## config.mk

```make
export PLATFORM = sky130hd
export DESIGN_NAME = mem_port_arbiter
export DESIGN_NICKNAME = d
export VERILOG_FILES = /design/src/rtl/mem_arb_pkg.sv /design/src/rtl/arb_timeout_ctr.sv /design/src/rtl/mem_port_arbiter.sv
export SDC_FILE = /design/constraint.sdc
export NUM_CORES = 1
export LEC_CHECK = 0
export CAP_MARGIN = 25
export CORE_UTILIZATION = 25
export DETAILED_ROUTE_END_ITERATION = 8
export PLACE_DENSITY_LB_ADDON = 0.12
export SLEW_MARGIN = 10
export SYNTH_ARGS = -nofsm -noshare
export SYNTH_HDL_FRONTEND = slang
export SYNTH_SLANG_ARGS = --single-unit
```

## constraint.sdc

```tcl
create_clock -name clk -period 1.75 [get_ports clk]
set_clock_uncertainty 0.1 [all_clocks]
set_input_delay 0.175 -clock clk [delete_from_list [all_inputs] [get_ports clk]]
set_output_delay 0.175 -clock clk [all_outputs]
set_load 0.05 [all_outputs]
```

## src/rtl/mem_arb_pkg.sv

```systemverilog
// Shared types for the memory port arbiter: FSM states, grant encoding and
// requester class used for the instruction/data fairness toggle.
package mem_arb_pkg;

    typedef enum logic [1:0] {IDLE, BUSY, RESP} arb_state_t;

    typedef enum logic [1:0] {G_NONE, G_I, G_DR, G_DW} gnt_t;

    typedef enum logic {CLS_I, CLS_D} cls_t;

endpackage

```

## src/rtl/arb_timeout_ctr.sv

```systemverilog
// Counts cycles spent waiting on memory; saturates at LIMIT-1 so it never
// wraps back to zero, and flags when that last allowed cycle is reached.
module arb_timeout_ctr #(
    parameter int LIMIT = 64
) (
    input  logic clk,
    input  logic reset,
    input  logic clear,
    input  logic enable,
    output logic expired
);

    localparam int CW = (LIMIT > 1) ? $clog2(LIMIT) : 1;
    localparam logic [CW-1:0] LAST = CW'(LIMIT - 1);

    logic [CW-1:0] count_reg;

    always_ff @(posedge clk) begin
        if (!reset || clear) begin
            count_reg <= '0;
        end else if (enable && !expired) begin
            count_reg <= count_reg + 1'b1;
        end
    end

    assign expired = (count_reg == LAST);

endmodule

```

## src/rtl/mem_port_arbiter.sv

```systemverilog
// Serialises icache refill, dcache refill and dcache write-through onto one
// single-ported memory, alternating between instruction and data classes.
module mem_port_arbiter
    import mem_arb_pkg::*;
#(
    parameter int AW      = 32,
    parameter int DW      = 32,
    parameter int TIMEOUT = 64
) (
    input  logic          clk,
    input  logic          reset,
    input  logic          ireq,
    input  logic [AW-1:0] iadr,
    output logic          ival,
    output logic [DW-1:0] irdata,
    input  logic          rreq,
    input  logic [AW-1:0] radr,
    output logic          rval,
    output logic [DW-1:0] rrdata,
    input  logic          wreq,
    input  logic [AW-1:0] wadr,
    input  logic [DW-1:0] wdata,
    output logic          wval,
    output logic          err,
    output logic          mreq,
    output logic          mwe,
    output logic [AW-1:0] madr,
    output logic [DW-1:0] mwdata,
    input  logic          mval,
    input  logic [DW-1:0] mrdata,
    output logic [1:0]    gnt,
    output logic          busy
);

    arb_state_t    state_reg;
    gnt_t          gnt_reg;
    cls_t          last_cls_reg;
    logic          mreq_reg;
    logic          mwe_reg;
    logic [AW-1:0] adr_reg;
    logic [DW-1:0] wdata_reg;
    logic          ival_reg;
    logic          rval_reg;
    logic          wval_reg;
    logic          err_reg;
    logic [DW-1:0] irdata_reg;
    logic [DW-1:0] rrdata_reg;

    gnt_t          win_gnt;
    cls_t          win_cls;
    logic          timer_expired;

    arb_timeout_ctr #(
        .LIMIT (TIMEOUT)
    ) u_timeout (
        .clk     (clk),
        .reset   (reset),
        .clear   (state_reg == IDLE),
        .enable  (state_reg == BUSY),
        .expired (timer_expired)
    );

    // Class choice toggles only when both classes compete; inside the data
    // class a pending write always goes first so read-after-write stays ordered.
    always_comb begin
        win_gnt = G_NONE;
        win_cls = last_cls_reg;
        if (ireq && (wreq || rreq)) begin
            win_cls = (last_cls_reg == CLS_I) ? CLS_D : CLS_I;
        end else if (ireq) begin
            win_cls = CLS_I;
        end else begin
            win_cls = CLS_D;
        end
        if (ireq || wreq || rreq) begin
            if (win_cls == CLS_I) begin
                win_gnt = G_I;
            end else if (wreq) begin
                win_gnt = G_DW;
            end else begin
                win_gnt = G_DR;
            end
        end
    end

    always_ff @(posedge clk) begin
        if (!reset) begin
            state_reg    <= IDLE;
            gnt_reg      <= G_NONE;
            last_cls_reg <= CLS_I;
            mreq_reg     <= 1'b0;
            mwe_reg      <= 1'b0;
            adr_reg      <= '0;
            wdata_reg    <= '0;
            ival_reg     <= 1'b0;
            rval_reg     <= 1'b0;
            wval_reg     <= 1'b0;
            err_reg      <= 1'b0;
            irdata_reg   <= '0;
            rrdata_reg   <= '0;
        end else begin
            ival_reg <= 1'b0;
            rval_reg <= 1'b0;
            wval_reg <= 1'b0;
            case (state_reg)
                IDLE: begin
                    err_reg <= 1'b0;
                    if (win_gnt != G_NONE) begin
                        gnt_reg      <= win_gnt;
                        last_cls_reg <= win_cls;
                        mreq_reg     <= 1'b1;
                        state_reg    <= BUSY;
                        case (win_gnt)
                            G_I: begin
                                adr_reg <= iadr;
                                mwe_reg <= 1'b0;
                            end
                            G_DW: begin
                                adr_reg   <= wadr;
                                wdata_reg <= wdata;
                                mwe_reg   <= 1'b1;
                            end
                            default: begin
                                adr_reg <= radr;
                                mwe_reg <= 1'b0;
                            end
                        endcase
                    end
                end
                BUSY: begin
                    // An ack on the expiry cycle still wins: success, no error.
                    if (mval || timer_expired) begin
                        state_reg <= RESP;
                        mreq_reg  <= 1'b0;
                        mwe_reg   <= 1'b0;
                        err_reg   <= !mval;
                        case (gnt_reg)
                            G_I: begin
                                ival_reg <= 1'b1;
                                if (mval) irdata_reg <= mrdata;
                            end
                            G_DR: begin
                                rval_reg <= 1'b1;
                                if (mval) rrdata_reg <= mrdata;
                            end
                            G_DW:    wval_reg <= 1'b1;
                            default: ;
                        endcase
                    end
                end
                RESP: begin
                    err_reg   <= 1'b0;
                    gnt_reg   <= G_NONE;
                    state_reg <= IDLE;
                end
                default: state_reg <= IDLE;
            endcase
        end
    end

    assign ival   = ival_reg;
    assign rval   = rval_reg;
    assign wval   = wval_reg;
    assign err    = err_reg;
    assign irdata = irdata_reg;
    assign rrdata = rrdata_reg;
    assign mreq   = mreq_reg;
    assign mwe    = mwe_reg;
    assign madr   = adr_reg;
    assign mwdata = wdata_reg;
    assign gnt    = gnt_reg;
    assign busy   = (state_reg != IDLE);

endmodule

```

==> impl_metrics.json <==
{
  "relSlewSlack_pct": 66.2,
  "post-place-ws_ps": -245,
  "cp_max_fo": 13,
  "grt_setup_unrepaired": "no",
  "worstPathRequired_ps": 2010,
  "cts_buffers": 17,
  "cts_buffer_depth": 2,
  "ys_seq_area_share_pct": 47.4,
  "setup_ws_ps": 105,
  "cts_max_level": 4,
  "place.gp.congestion": 0.770,
  "path_clk_slew_ps": 70,
  "fin_util_pct": 42.6,
  "synthArstFlopShare_pct": 0,
  "p_total_mw": 9.37,
  "p_leak_nw": 3.89,
  "clock-sinks": 145,
  "clkLatencyLatePin_ps": 420,
  "power.density_nw_per_um2": 927,
  "max_cap_viol_count": 0,
  "rows": 56,
  "regArea_um2": 2900,
  "drt_drc_violations_left": 0,
  "path_cells": "or3b_1, nor3b_4, buf_12, a221o_1",
  "grt_start_max_net_pins": 65,
  "vdd_drop_max_uv": 542,
  "critPathKind": "flip-flop to flip-flop",
  "outcome": "completed",
  "fmaxAchievable_mhz": 608,
  "post-route-min-period_ps": 1650,
  "synth_top_cells_by_area": "dfxtp_1, a21oi_1, o21ai_0, nand3_1, a221o_1",
  "num-fill-cells": 2447,
  "tritoncts": "yes",
  "antenna_found_initial": 0,
  "grt_overflow": 0,
  "stdcell_area_um2": 10100,
  "grt_pass1_wl_um": 35400,
  "cpPeakStageDelay_ps": 440,
  "arrival_ps": 1910,
  "syn_inst": 726,
  "die_area_um2": 25100,
  "worstSetupStartpoint": "state_reg[1]",
  "synth_top_area_share_pct": 47.4,
  "setup_viol": 0,
  "endpoint_kind": "flip-flop",
  "synth_cell_types": 47,
  "drt_iter0_markers": 312,
  "setup.worst_path.start_class": "flip-flop",
  "tightest_slew_ps": 510,
  "diodes": 0,
  "maxSlewViolCount": 0,
  "hold_violations": 0,
  "first_pass_iters": 4,
  "die_y_um": 158,
  "core-area_um2": 23800,
  "endpoint": "madr[15]",
  "synth_seq_cells": 145,
  "final_nets": 1182,
  "yosys_warnings": 0,
  "synth_ff_type": "dfxtp_1",
  "wirelength_um": 23000,
  "reg2reg_from": "state_reg[1]",
  "post_dp_cell_area_um2": 9530,
  "grt_pass1_vias": 6480,
  "finalCritPeriodShare_pct": 94.0,
  "netlist_area_um2": 6120,
  "synth_edf_count": 0,
  "area_growth_pct": 65.3,
  "drive_gt1_share_pct": 20.0,
  "synthTopCellsByCount": "dfxtp_1, a21oi_1, o21ai_0",
  "hold_class": "input port to flip-flop",
  "cts_root_buf": "clkbuf_16",
  "synthesis.nets": 893,
  "port_buffers": 302,
  "synth_area_per_cell_um2": 8.43,
  "cp_slowest_cell": "or3b_1",
  "ant_nets": 0,
  "multi_input_area_um2": 2890,
  "hpwl_um": 16100,
  "r2r_setup_slack_ps": 100,
  "start_util_pct": 25.8,
  "grt_use_total_pct": 18.2,
  "vias": 6645,
  "io-pin-count": 303,
  "r2r_end": "madr[15]",
  "synthMostInstantiatedCell": "dfxtp_1",
  "reg2reg_depth": 4,
  "die_x_um": 158,
  "avgRoutedWirePerCell_um": 17.1,
  "yosys.area.top_type": "dfxtp_1",
  "via_per_inst": 4.93
}
per-layer routing:
metal / part of all wire [%] / vias to the layer above / track usage, %
li1: - / 3275 / -
met1: 45 / 3123 / 23.0
met2: 46 / 227 / 29.2
met3: 7.6 / 20 / 6.02
met4: 1.6 / 0 / 5.59
met5: 0 / - / 0
worst max-delay path: cells and delay by family (launching register included):
kind,cells,cell delay (ps)
flops,1,330
buf+inv,1,200
simple gates,2,820
compound gates,1,150
worst min-delay path by stage:
stage / startpoint / endpoint / slack, ps / cells after the start
6_report: wreq / gnt[1] / 60 / 3
5_1_grt: wreq / gnt[1] / 30 / 3
4_1_cts: wreq / gnt[1] / 30 / 3
3_5_place_dp: err / err / 370 / 1
3_3_place_gp: err / err / 360 / 1
2_1_floorplan: iadr[10] / madr[10] / 210 / 1
power by group:
part / internal [mW] / leakage [nW] / switching (mW) / total [mW]
Sequential: 3.47 / 1.18 / 0.109 / 3.58
Combinational: 0.920 / 2.43 / 1.32 / 2.24
Clock: 1.89 / 0.282 / 1.66 / 3.55
Total: 6.29 / 3.89 / 3.09 / 9.37
layout by cell type (no fill, tap or decap), drive strengths merged, types with 2 or more instances in the layout:
cell / n
a311oi: 4
nor3: 8
a211oi: 30
o21ai: 101
dfxtp: 145
a21oi: 108
a31oi: 2
buf: 164
nand2: 36
nand3: 98
clkinv: 7
o21bai: 3
clkdlybuf4s50: 164
clkbuf: 17
nand3b: 30
nand2b: 2
a32oi: 3
a221o: 29
and3: 2
nor2b: 6
dlygate4sd2: 23
nor3b: 3
inv: 12
and4b: 3
and3b: 2
nor2: 7
kinds of logic after synthesis:
family | count (synthesis) | share of synthesized area, %
AND/OR/NAND/NOR | 202 | 17.8
buffers and inverters | 86 | 5.72
adder cells (fa/ha/maj) | 1 | 0.204
AO/OA/AOI/OAI | 292 | 28.8
flip-flops | 145 | 47.4
per-stage QoR:
| step | hold WS, ps | TNS, ps | cells |
|---|---|---|---|
| 6_report | 56.1 | 0 | 1347 |
| 5_1_grt | 33.5 | 0 | 1347 |
| 4_1_cts | 27.7 | -44.3 | 1343 |
| 3_5_place_dp | 365 | -6870 | 1311 |
| 3_3_place_gp | 360 | -5050 | 1311 |
| 2_1_floorplan | 214 | 0 | 726 |
repair_timing:
| action | in CTS | in global routing |
|---|---|---|
| pin swaps | 0 | 1 |
| gates resized for setup | 25 | 2 |
| buffers inserted | 0 | 4 |
| setup endpoints to repair | 24 | 1 |
| hold buffers | 0 | 0 |
cell type report:
class	count	area share (%)
timing repair buffer	351	32.9
clock buffer	17	4.21
clock inverter	15	1.46
inverter	5	0.198
multi-input combinational	495	28.6
sequential	145	28.7
tap	319	3.95
No activity file was read; power rests on OpenSTA's default activity.
